`config.mk`:
```
export PLATFORM = sky130hd
export DESIGN_NAME = hazard_ctrl
export DESIGN_NICKNAME = d
export VERILOG_FILES = /design/src/rtl/hazard_ctrl.sv
export SDC_FILE = /design/constraint.sdc
export NUM_CORES = 1
export LEC_CHECK = 0
export BUFFER_PORTS_ARGS = -buffer_cell sky130_fd_sc_hd__buf_4
export CORE_MARGIN = 3
export CORE_UTILIZATION = 57
export CTS_CLUSTER_SIZE = 40
export DETAILED_ROUTE_END_ITERATION = 10
export PLACE_DENSITY = 0.86
export SYNTH_ARGS = -nofsm -noshare
export SYNTH_HDL_FRONTEND = slang
export SYNTH_SLANG_ARGS = --single-unit
```
`constraint.sdc`:
```
create_clock -name clk -period 5.3 [get_ports clk]
set_input_delay 0.53 -clock clk [delete_from_list [all_inputs] [get_ports clk]]
set_output_delay 0.53 -clock clk [all_outputs]
set_load 0.1 [all_outputs]
```
`src/rtl/hazard_ctrl.sv`:
```
// -----------------------------------------------------------------------------
// hazard_ctrl
//   Hazard and pipeline-sequencing controller for a 5-stage RISC-V pipeline.
//   Produces stall/flush controls for the F/D/E/M/W pipeline registers,
//   operand forwarding selects for Execute, a memory-wait FSM with timeout,
//   and saturating stall/flush event counters.
//
// Parameters
//   CNT_W    width of each performance counter
//   TIMEOUT  number of frozen cycles allowed per data access before the
//            access is abandoned and mem_err is raised (1..65535)
//
// Ports
//   clk, rst_n                      clock, asynchronous active-low reset
//   rs1D/rs2D                       source registers in Decode
//   rs1E/rs2E, rdE                  source / destination registers in Execute
//   rdM, rdW                        destination registers in Memory / Writeback
//   regwriteE/M/W                   register-write enables per stage
//   wbselE                          writeback select in Execute (00 = load)
//   pcselE                          taken branch / jump resolved in Execute
//   memreqM, dmem_ready             data access in Memory and its completion
//   stallF/D/E/M                    hold PC and pipeline registers
//   flushD/E/W                      clear F/D, D/E, bubble into M/W
//   forwardAE/BE                    00 regfile, 01 resultW, 10 ALU result in M
//   mem_err                         sticky memory-timeout flag
//   stall_cnt, flush_cnt            saturating event counters
// -----------------------------------------------------------------------------
module hazard_ctrl #(
  parameter int CNT_W   = 32,
  parameter int TIMEOUT = 255
) (
  input  logic             clk,
  input  logic             rst_n,
  input  logic [4:0]       rs1D,
  input  logic [4:0]       rs2D,
  input  logic [4:0]       rs1E,
  input  logic [4:0]       rs2E,
  input  logic [4:0]       rdE,
  input  logic [4:0]       rdM,
  input  logic [4:0]       rdW,
  input  logic             regwriteE,
  input  logic             regwriteM,
  input  logic             regwriteW,
  input  logic [1:0]       wbselE,
  input  logic             pcselE,
  input  logic             memreqM,
  input  logic             dmem_ready,
  output logic             stallF,
  output logic             stallD,
  output logic             stallE,
  output logic             stallM,
  output logic             flushD,
  output logic             flushE,
  output logic             flushW,
  output logic [1:0]       forwardAE,
  output logic [1:0]       forwardBE,
  output logic             mem_err,
  output logic [CNT_W-1:0] stall_cnt,
  output logic [CNT_W-1:0] flush_cnt
);

  typedef enum logic [1:0] {
    RUN      = 2'd0,
    MEM_WAIT = 2'd1,
    ERR      = 2'd2
  } state_t;

  localparam logic [15:0] WAIT_LAST = 16'(TIMEOUT - 1);

  state_t           state_q, state_d;
  logic [15:0]      wait_q, wait_d, wait_cur;
  logic             mem_err_q;
  logic [CNT_W-1:0] stall_cnt_q, flush_cnt_q;

  logic             lu;
  logic             mem_stall;
  logic             timeout_hit;

  // ---------------------------------------------------------------------------
  // Forwarding: M has priority over W; x0 never forwards.
  // ---------------------------------------------------------------------------
  logic [4:0] rs_e [2];
  logic [1:0] fwd  [2];

  assign rs_e[0] = rs1E;
  assign rs_e[1] = rs2E;

  for (genvar gi = 0; gi < 2; gi++) begin : g_fwd
    assign fwd[gi] = (regwriteM && (rdM != 5'd0) && (rdM == rs_e[gi])) ? 2'b10 :
                     (regwriteW && (rdW != 5'd0) && (rdW == rs_e[gi])) ? 2'b01 :
                                                                          2'b00;
  end

  assign forwardAE = fwd[0];
  assign forwardBE = fwd[1];

  // ---------------------------------------------------------------------------
  // Hazard detection and next-state logic
  // ---------------------------------------------------------------------------
  always_comb begin
    lu = regwriteE && (wbselE == 2'b00) && (rdE != 5'd0) &&
         ((rdE == rs1D) || (rdE == rs2D));

    // The freeze starts combinationally in the cycle the access first misses,
    // and ends in the same cycle dmem_ready arrives.
    mem_stall = !dmem_ready &&
                ((state_q == MEM_WAIT) || ((state_q == RUN) && memreqM));

    // The first frozen cycle (still in RUN) is wait index 0; wait_q holds the
    // number of frozen cycles already spent while in MEM_WAIT. With this the
    // pipe is frozen for exactly TIMEOUT cycles before ERR.
    wait_cur    = (state_q == RUN) ? 16'd0 : wait_q;
    timeout_hit = mem_stall && (wait_cur == WAIT_LAST);

    state_d = state_q;
    wait_d  = wait_q;
    case (state_q)
      RUN: begin
        wait_d = 16'd0;
        if (mem_stall) begin
          state_d = timeout_hit ? ERR : MEM_WAIT;
          wait_d  = timeout_hit ? 16'd0 : 16'd1;
        end
      end
      MEM_WAIT: begin
        if (dmem_ready) begin
          state_d = RUN;
          wait_d  = 16'd0;
        end else if (timeout_hit) begin
          state_d = ERR;
          wait_d  = 16'd0;
        end else begin
          wait_d  = wait_q + 16'd1;
        end
      end
      ERR: begin
        state_d = RUN;
        wait_d  = 16'd0;
      end
      default: begin
        state_d = RUN;
        wait_d  = 16'd0;
      end
    endcase
  end

  // ---------------------------------------------------------------------------
  // Stall / flush controls. Held low while reset is asserted so the pipe sees
  // no controls even if a memory request is still being presented.
  // ---------------------------------------------------------------------------
  always_comb begin
    stallF = 1'b0;
    stallD = 1'b0;
    stallE = 1'b0;
    stallM = 1'b0;
    flushD = 1'b0;
    flushE = 1'b0;
    flushW = 1'b0;
    if (rst_n) begin
      if (mem_stall) begin
        // Whole pipe frozen; redirects and load-use wait until it moves.
        stallF = 1'b1;
        stallD = 1'b1;
        stallE = 1'b1;
        stallM = 1'b1;
        flushW = 1'b1;
      end else if (state_q == ERR) begin
        // Abandoned access: keep its (missing) result out of writeback.
        flushW = 1'b1;
      end else if (pcselE) begin
        // Redirect wins: the load-use consumer in Decode is flushed anyway.
        flushD = 1'b1;
        flushE = 1'b1;
      end else if (lu) begin
        stallF = 1'b1;
        stallD = 1'b1;
        flushE = 1'b1;
      end
    end
  end

  // ---------------------------------------------------------------------------
  // State, sticky error flag and saturating counters
  // ---------------------------------------------------------------------------
  always_ff @(posedge clk or negedge rst_n) begin
    if (!rst_n) begin
      state_q     <= RUN;
      wait_q      <= 16'd0;
      mem_err_q   <= 1'b0;
      stall_cnt_q <= '0;
      flush_cnt_q <= '0;
    end else begin
      state_q <= state_d;
      wait_q  <= wait_d;
      if (state_d == ERR) begin
        mem_err_q <= 1'b1;
      end
      if (stallF && (stall_cnt_q != '1)) begin
        stall_cnt_q <= stall_cnt_q + CNT_W'(1);
      end
      if (flushE && (flush_cnt_q != '1)) begin
        flush_cnt_q <= flush_cnt_q + CNT_W'(1);
      end
    end
  end

  assign mem_err   = mem_err_q;
  assign stall_cnt = stall_cnt_q;
  assign flush_cnt = flush_cnt_q;

endmodule

```
# Word-level counts from Yosys, hierarchy flattened
# Cells that the tools add are included.
[op_classes]
n_addsub = 3
n_eq_ne = 12
mux = 33
reduce_logical = 22
[ops]
columns = ["op", "n"]
rows = [
  ["32-bit by 1-bit adder with 32-bit output, second input constant", 2],
  ["32-bit != test, second input constant", 2],
  ["16-bit 2-to-1 mux", 3],
  ["16-bit one-hot mux with 2 select lines", 1],
  ["5-bit equality test", 6],
  ["1-bit 2-to-1 mux", 22],
  ["16-bit by 1-bit adder with 16-bit output, second input constant", 1],
  ["16-bit by 8-bit equality test with 1-bit output, second input constant", 1],
  ["5-bit nonzero test", 3],
  ["1-bit logical AND", 14],
  ["2-bit 2-to-1 mux", 6],
  ["2-bit equality test, second input constant", 2],
  ["2-bit logical NOT", 2],
  ["2-bit one-hot mux with 2 select lines", 1],
  ["2-bit by 1-bit equality test with 1-bit output, second input constant", 1],
  ["1-bit logical OR", 2],
  ["1-bit logical NOT", 1],
]
[totals]
regBits = 83
out_inout_bits = 76
wordCells = 75

# Longest topological paths before layout
# Gate-level depths: netlist of run 1.
[logic_depth]
depth_word = 10
mapped_depth = 10
mapped_depth_nobuf = 7

# Worst setup path before layout of run 1
# OpenSTA, ideal clock, no wires.
[synth_path]
path_type = "input -> output"
start = "input rdM[4]"
end = "output forwardAE[0]"
arrival_time_ps = 5733
t_required_ps = 4770
slack_ps = -963
path_stages = 4
n_path_buf = 0
path_cell_list = "xnor2_1 nand3_1 nor4_1 nor4_1"
[synth_via]
elab_chain_cells = 4
word_cells_on_any_way = 5
[synth_lines]
columns = ["item", "line_no", "rtl"]
rows = [
  ["start: declaration", "39", "input logic [4:0] rdM,"],
  ["5-bit nonzero test", "89", "assign fwd[gi] = (regwriteM && (rdM != 5'd0) && (rdM == rs_e[gi])) ? 2'b10 :"],
  ["1-bit logical AND", "89", ""],
  ["1-bit logical AND *", "89", ""],
  ["2-bit 2-to-1 mux *", "89", ""],
  ["end: declaration", "55", "output logic [1:0] forwardAE,"],
]
# Every way passes the cells marked *; elsewhere a longest branch is shown, timed or not.

# Worst setup path in the final report of run 1
[layout_path]
start = "register state_q[1]"
end = "output stallF"
[layout_via]
elab_chain_cells = 6
word_cells_on_any_way = 9
[layout_lines]
columns = ["item", "line_no", "rtl"]
rows = [
  ["start: declaration", "70", "state_t state_q, state_d;"],
  ["start signal: assignment", "193", "state_q <= state_d;"],
  ["2-bit logical NOT", "107", "((state_q == MEM_WAIT) || ((state_q == RUN) && memreqM));"],
  ["1-bit logical AND", "107", ""],
  ["1-bit logical OR", "107", ""],
  ["1-bit logical AND", "106", "mem_stall = !dmem_ready &&"],
  ["1-bit 2-to-1 mux *", "160", "if (mem_stall) begin"],
  ["1-bit 2-to-1 mux *", "159", "if (rst_n) begin"],
  ["end: declaration", "48", "output logic stallF,"],
]
# Marked as above.

==> metrics.md, run 1 <==
| Metric | Value |
|---|---|
| Status | `complete, no violations` |
| Net Sw Frac | `about 38%` |
| CTS tree | `yes` |
| # hold bufs at CTS | `0` |
| Min Tclk post-route | `2.77 ns` |
| Post-Syn Area | `4360 µm²` |
| Distinct cells, synth | `42` |
| Initial antenna violation count | `0` |
| Max FO, Critical Path | `5` |
| DRC | `0` |
| Hold Fails Final Rpt | `0` |
| Commonest non-fill, non-tap cell in the layout | `buf_4` |
| Final wirelength | `9920 µm` |
| Number of synthesized register bits | `between 80 and 90` |
| CP Capture Type | `primary output` |
| # clock sinks | `83` |
| Clock buffer depth | `2` |
| Commonest non-fill, non-tap cells in the layout | `buf_4, dfrtp_1, xnor2_1` |
| Initial Util | `approximately 60%` |
| Die X | `just over 90 µm` |
| Fin cells | `approximately 640` |
| Largest net degree at the start of global routing | `71` |
| Wirelength per Cell | `15.6 µm` |
| FP Rows | `31` |
| Mapped Cells | `416` |
| Pwr Total | `around 1.5 mW` |
| Arr. time, crit path | `roughly 2.2 ns` |
| Worst path max stage delay | `0.44 ns` |
| PwrDens | `281 nW/µm²` |
| Post-DRT Antenna Nets | `0` |
| WP data required | `4.77 ns` |
| Ports | `121` |
| Count of pins over their slew limit | `0` |
| Design internal power | `0.954 mW` |
| Grt total ovfl | `0` |
| Crit share post-route | `52.3%` |
| Skew-Pair Late Insertion Delay | `roughly 0.36 ns` |
| Placed Cells | `~620` |
| Met1 Usage GRT | `a little under a third` |
| Worst-path cell chain | `or2_2 > nor3_1 > a41o_1 > o21a_1 > buf_4` |
| Met2 Use GR | `39.6%` |
| Worst r2r path cells | `7` |
| Met3 usage | `4.99%` |
| DRT iter0 DRCs | `160` |
| EDFF count, synth | `0` |
| RSZ-0062 raised after global routing | `no` |
| Top-area cell type share of the netlist area | `47.6%` |
| Fin Setup TNS | `0 ns` |
| Vias in the first global route | `3574` |
| Resized Gates After CTS | `0` |
| F_max | `361 MHz` |
| Crit path launch type | `flop` |
| Clock Power Share | `27.7%` |
| Yosys warns | `0` |
| Slowest cell on crit path | `nor3_1` |
| Core Footprint | `7330 µm²` |
| Critical path's top delay family | `simple AND/OR/NAND/NOR gates` |
| Top Usage Layer GRT | `met2` |
| H-tree Lvls | `3` |
| Net count, final | `about 580` |
| Clk_skew | `around 0.014 ns` |
| CTS Buf Count | `9` |
| Proportion of layout cells with a drive suffix above 1 | `between 20% and 30%` |
| Mean Syn Cell Area | `10.5 µm²` |
| MaxCap Viol Count | `0` |
| Register area share after synthesis | `47.6%` |
| Antenna diodes | `0` |
| Post-synthesis net count | `around 460` |
| Root Buffer | `clkbuf_8` |
| DP Area | `5280 µm²` |
| Net Sw Power | `0.584 mW` |
| Post-route cell area | `roughly 5500 µm²` |
| Synth area leader | `dfrtp_1` |
| Setup bufs post-CTS | `0` |
| Worst reg2reg setup slack | `about 2.6 ns` |
| Crit path buf inv count | `1` |
| Synth Flop Type | `dfrtp_1` |
| Post-placement setup slack | `2.61 ns` |
| Slew margin rel. | `35.7%` |
| Slew @ Worst Pin | `0.965 ns` |
| Final worst slack | `about 2.5 ns` |
| Worst R2R End | `flush_cnt[29]` |
| Vias per std cell | `roughly 5.6` |
| Worst Path Class, Setup | `reg2out` |
| DR pass1 iterations | `5` |
| PortBufs | `120` |
| Placer Congestion | `0.898` |
| First-pass GRT wire length | `16600 µm` |
| Die Y | `93.5 µm` |
| Detailed-route via count | `3574` |
| Reg clk slew, reported paths | `0.09 ns` |
| Layout area overhead | `25.3%` |
| Synth area leaders | `dfrtp_1, xnor2_1, xor2_1` |
| Ys async rst share | `100%` |
| Sequential share of power | `45.5%` |
| Die Area | `a little under 9000 µm²` |
| Part of the power in combinational logic | `approximately 27%` |
| Worst r2r src | `flush_cnt[0]` |
| Worst vdd ir | `roughly 470 µV` |
| Finish-stage setup viols | `0` |
| Hold/Removal Path Class | `in2async` |
| Leak Pwr | `2.57 nW` |
| Hpwl dp | `7330 µm` |
| Overall routing resource usage | `23.6%` |
[worst max-delay path by stage]
stage | cells after the start | from | end
after global routing | 7 | flush_cnt[0] | flush_cnt[11]
after global placement | 6 | rdM[1] | forwardAE[0]
after floorplan | 4 | rdM[4] | forwardAE[0]
after detailed placement | 7 | dmem_ready | flush_cnt[29]
after CTS | 5 | state_q[1] | stallF
final | 5 | state_q[1] | stallF
[cell type report]
class	count	area, µm²
tap	99	124
timing repair buffer	121	908
inverter	6	22.5
sequential	83	2080
clock buffer	10	138
fill	523	1870
multi-input combinational	313	2150
clock inverter	6	47.5
[through the flow]
step | hold slack (ns) | util, %
2_1_floorplan | 0.234 | -
3_3_place_gp | 0.399 | 72.0
3_5_place_dp | 0.405 | 72.0
4_1_cts | 0.0126 | 74.6
5_1_grt | 0.0146 | 74.6
6_report | 0.0138 | 74.6
[flip-flops by register name (all words and copies together) (netlist names)]
signal	count
stall_cnt	32
flush_cnt	32
wait_q	16
mem_err	1
state_q	2
[kinds of logic (layout without fill, tap and decap cells)]
kind of cell	after synthesis	after routing	synth area share [%]
AND/OR/NAND/NOR	188	188	24.2
buffers and inverters	20	143	3.15
AO/OA/AOI/OAI	14	14	2.29
XOR/XNOR	105	105	21.1
adder cells (fa/ha/maj)	3	3	0.860
flip-flops	83	83	47.6
multiplexers	3	3	0.774
[worst register-to-register path, delay by kind of cell (launching register included)]
| family | cells | cell delay, ns |
|---|---|---|
| AND/OR/NAND/NOR | 5 | 1.83 |
| flip-flops | 1 | 0.46 |
| adder cells (fa/ha/maj) | 1 | 0.24 |
| XOR/XNOR | 1 | 0.15 |
[cells in the mapped netlist (all sizes together) (2+ instances only)]
cell type	n
dfrtp	83
xnor2	75
nand3	37
nor2	31
xor2	30
nand4	27
and3	24
nand2	23
buf	11
and4	9
nor4	9
or4	9
inv	6
nor3	5
and2	4
clkbuf	3
ha	3
mux2	3
o21ai	3
or2	3
a21oi	2
nand4b	2
o211a	2
[power by group through the flow]
stage | clock, mW | sequential [mW] | combinational, mW
after detailed placement | 0 | 0.711 | 0.414
after global routing | 0.460 | 0.705 | 0.433
after CTS | 0.438 | 0.699 | 0.415
final | 0.426 | 0.700 | 0.412
after floorplan | 0 | 0.904 | 0.102
after global placement | 0 | 0.708 | 0.407
[routing by layer]
layer | share of wire, % | vias to the layer above
li1 | - | 1699
met1 | 42 | 1733
met2 | 50 | 125
met3 | 6.5 | 17
met4 | 1.9 | 0
met5 | 0 | -
(Power assumes the default switching activity.)
==> inputs of run 2 (changes only) <==
Settings changed: CORE_UTILIZATION 57 to 48, PLACE_DENSITY 0.86 to 0.77.
Clock period 5.3 ns to 2.5 ns, I/O delays scaled along.
==> run 2 against run 1 <==
Routed wire length increased by 3.7%. Worst setup slack lost 2.3 ns. Worst hold slack better by 0.24 ns. First-iteration DRC count decreased by 32%. Die area grew 17%. Critical path type is now reg2reg.
==> metrics.md, run 2 (synthesized netlist as in run 1, its figures left out) <==
| Metric | Value |
|---|---|
| Status | `complete, no violations` |
| Clk_skew | `0.0154 ns (+0.00153 ns)` |
| Pwr Total | `3.24 mW (+110%)` |
| Largest net degree at the start of global routing | `81 (+14%)` |
| Max FO, Critical Path | `7 (+2)` |
| Skew-Pair Late Insertion Delay | `0.35 ns (about the same)` |
| Vias per std cell | `5.46 (-2.5%)` |
| Post-route cell area | `5620 µm² (+2.9%)` |
| Crit path buf inv count | `0 (-1)` |
| WP data required | `2.73 ns (-2.04 ns)` |
| Wirelength per Cell | `15.7 µm (+1.2%)` |
| Top Usage Layer GRT | `met2` |
| Vias in the first global route | `3573 (-0.028%)` |
| Core Footprint | `8760 µm² (+20%)` |
| # clock sinks | `83 (unchanged)` |
| Final wirelength | `10300 µm (+3.7%)` |
| F_max | `approximately 440 MHz` |
| Final worst slack | `0.239 ns (-2.29 ns)` |
| Clock buffer depth | `2 (unchanged)` |
| Post-placement setup slack | `0.275 ns (-2.33 ns)` |
| Hpwl dp | `7660 µm (+4.5%)` |
| Hold Fails Final Rpt | `0 (unchanged)` |
| Met3 usage | `4.48% (-0.51 points)` |
| Layout area overhead | `28.9%` |
| Overall routing resource usage | `20.9% (-2.7 points)` |
| Initial Util | `49.8% (-9.7 points)` |
| PwrDens | `577 nW/µm² (+110%)` |
| RSZ-0062 raised after global routing | `no` |
| DP Area | `5450 µm² (+3.2%)` |
| Arr. time, crit path | `2.50 ns (+0.26 ns)` |
| Post-DRT Antenna Nets | `0 (unchanged)` |
| Count of pins over their slew limit | `0 (unchanged)` |
| Leak Pwr | `2.59 nW (+0.73%)` |
| Worst vdd ir | `332 µV (-29%)` |
| Proportion of layout cells with a drive suffix above 1 | `30.8% (+3.7 points)` |
| Met1 Usage GRT | `26.6% (-3.5 points)` |
| FP Rows | `34 (+9.7%)` |
| CTS Buf Count | `9 (unchanged)` |
| CP startpoint | `stall_cnt[4]` |
| Placer Congestion | `0.884 (-1.5%)` |
| Slew @ Worst Pin | `1.00 ns (+0.0363 ns)` |
| Commonest non-fill, non-tap cells in the layout | `buf_4, xnor2_1, dfrtp_1` |
| Net count, final | `589 (+1.2%)` |
| Detailed-route via count | `3573 (-0.028%)` |
| Hold/Removal Path Class | `in2async` |
| Grt total ovfl | `0 (unchanged)` |
| Antenna diodes | `0 (unchanged)` |
| Worst r2r src | `stall_cnt[4]` |
| DRT iter0 DRCs | `109 (-32%)` |
| DRC | `0 (unchanged)` |
| Die Y | `101 µm (+8.4%)` |
| Reg clk slew, reported paths | `0.09 ns (about the same)` |
| MaxCap Viol Count | `0 (unchanged)` |
| Slowest cell on crit path | `nor2b_1` |
| Worst path max stage delay | `0.50 ns (+0.06 ns)` |
| Die Area | `10300 µm² (+17%)` |
| Crit path launch type | `flop` |
| Worst Path Class, Setup | `reg2reg` |
| Initial antenna violation count | `0 (unchanged)` |
| Final core utilization | `64.2% (-10 points)` |
| Ports | `121 (unchanged)` |
| Crit share post-route | `90.4%` |
| Finish-stage setup viols | `0 (unchanged)` |
| Met2 Use GR | `35.5% (-4.1 points)` |
| Setup bufs post-CTS | `0 (unchanged)` |
| Root Buffer | `clkbuf_8` |
| Fill count | `714 (+37%)` |
| Critical path's top delay family | `simple AND/OR/NAND/NOR gates` |
| PortBufs | `120 (unchanged)` |
| Commonest non-fill, non-tap cell in the layout | `buf_4` |
| CP Capture Type | `flop` |
| Slew margin rel. | `33.2% (-2.4 points)` |
| CTS tree | `yes` |
| DR pass1 iterations | `4 (-1)` |
| Worst-path cell chain | `and4_1 > nand3_1 > nor3b_1 > nor2b_1 > nand4b_1 > xnor2_1` |
| Min Tclk post-route | `2.26 ns` |
| H-tree Lvls | `3 (unchanged)` |
| Die X | `101 µm (+8.4%)` |
| First-pass GRT wire length | `17300 µm (+4.2%)` |
[run 2: layout make-up]
type / instances / area (µm²) / share of cell area, %
tap: 108 / 135 / 2.40
inverter: 6 / 22.5 / 0.400
sequential: 83 / 2090 / 37.2
timing repair buffer: 128 / 976 / 17.4
clock buffer: 12 / 135 / 2.40
clock inverter: 4 / 30.0 / 0.534
multi-input combinational: 313 / 2230 / 39.7
[run 2: repair_timing]
item,CTS,global route
hold buffers,1,0
endpoints found under the hold margin,3,0
gates resized for setup,0,0
[run 2: final timing paths]
path / endpoint / slack (ns) / cells after the start
max in group asynchronous: stall_cnt[0] / 1.01 / 3
setup / recovery: stall_cnt[31] / 0.24 / 6
hold reg to reg: mem_err / 0.47 / 1
setup reg to reg: stall_cnt[31] / 0.24 / 6
hold / removal: state_q[0] / 0.25 / 2
min in group clk: state_q[0] / 0.28 / 3
[run 2: stage by stage]
stage          TNS [ns]  instances  hold slack, ns
2_1_floorplan    -0.910        416         -0.0456
3_3_place_gp          0        637          0.0646
3_5_place_dp          0        637          0.0647
4_1_cts               0        654           0.235
5_1_grt               0        654           0.253
6_report              0        654           0.251
[run 2: worst reg2reg max path: stages (launching register included)]
cell,delay [ns]
dfrtp_2,0.42
and4_1,0.29
nand3_1,0.17
nor3b_1,0.39
nor2b_1,0.50
nand4b_1,0.21
xnor2_1,0.18
[run 2: layer usage]
layer	wire [µm]	part of all wire (%)
met3	686	6.7
met5	0	0
met4	166	1.6
met2	5130	50
met1	4310	42
[run 2: power breakdown]
| part | internal, mW | switching, mW |
|---|---|---|
| Combinational | 0.237 | 0.680 |
| Sequential | 1.41 | 0.0779 |
| Clock | 0.364 | 0.475 |
| Total | 2.01 | 1.23 |
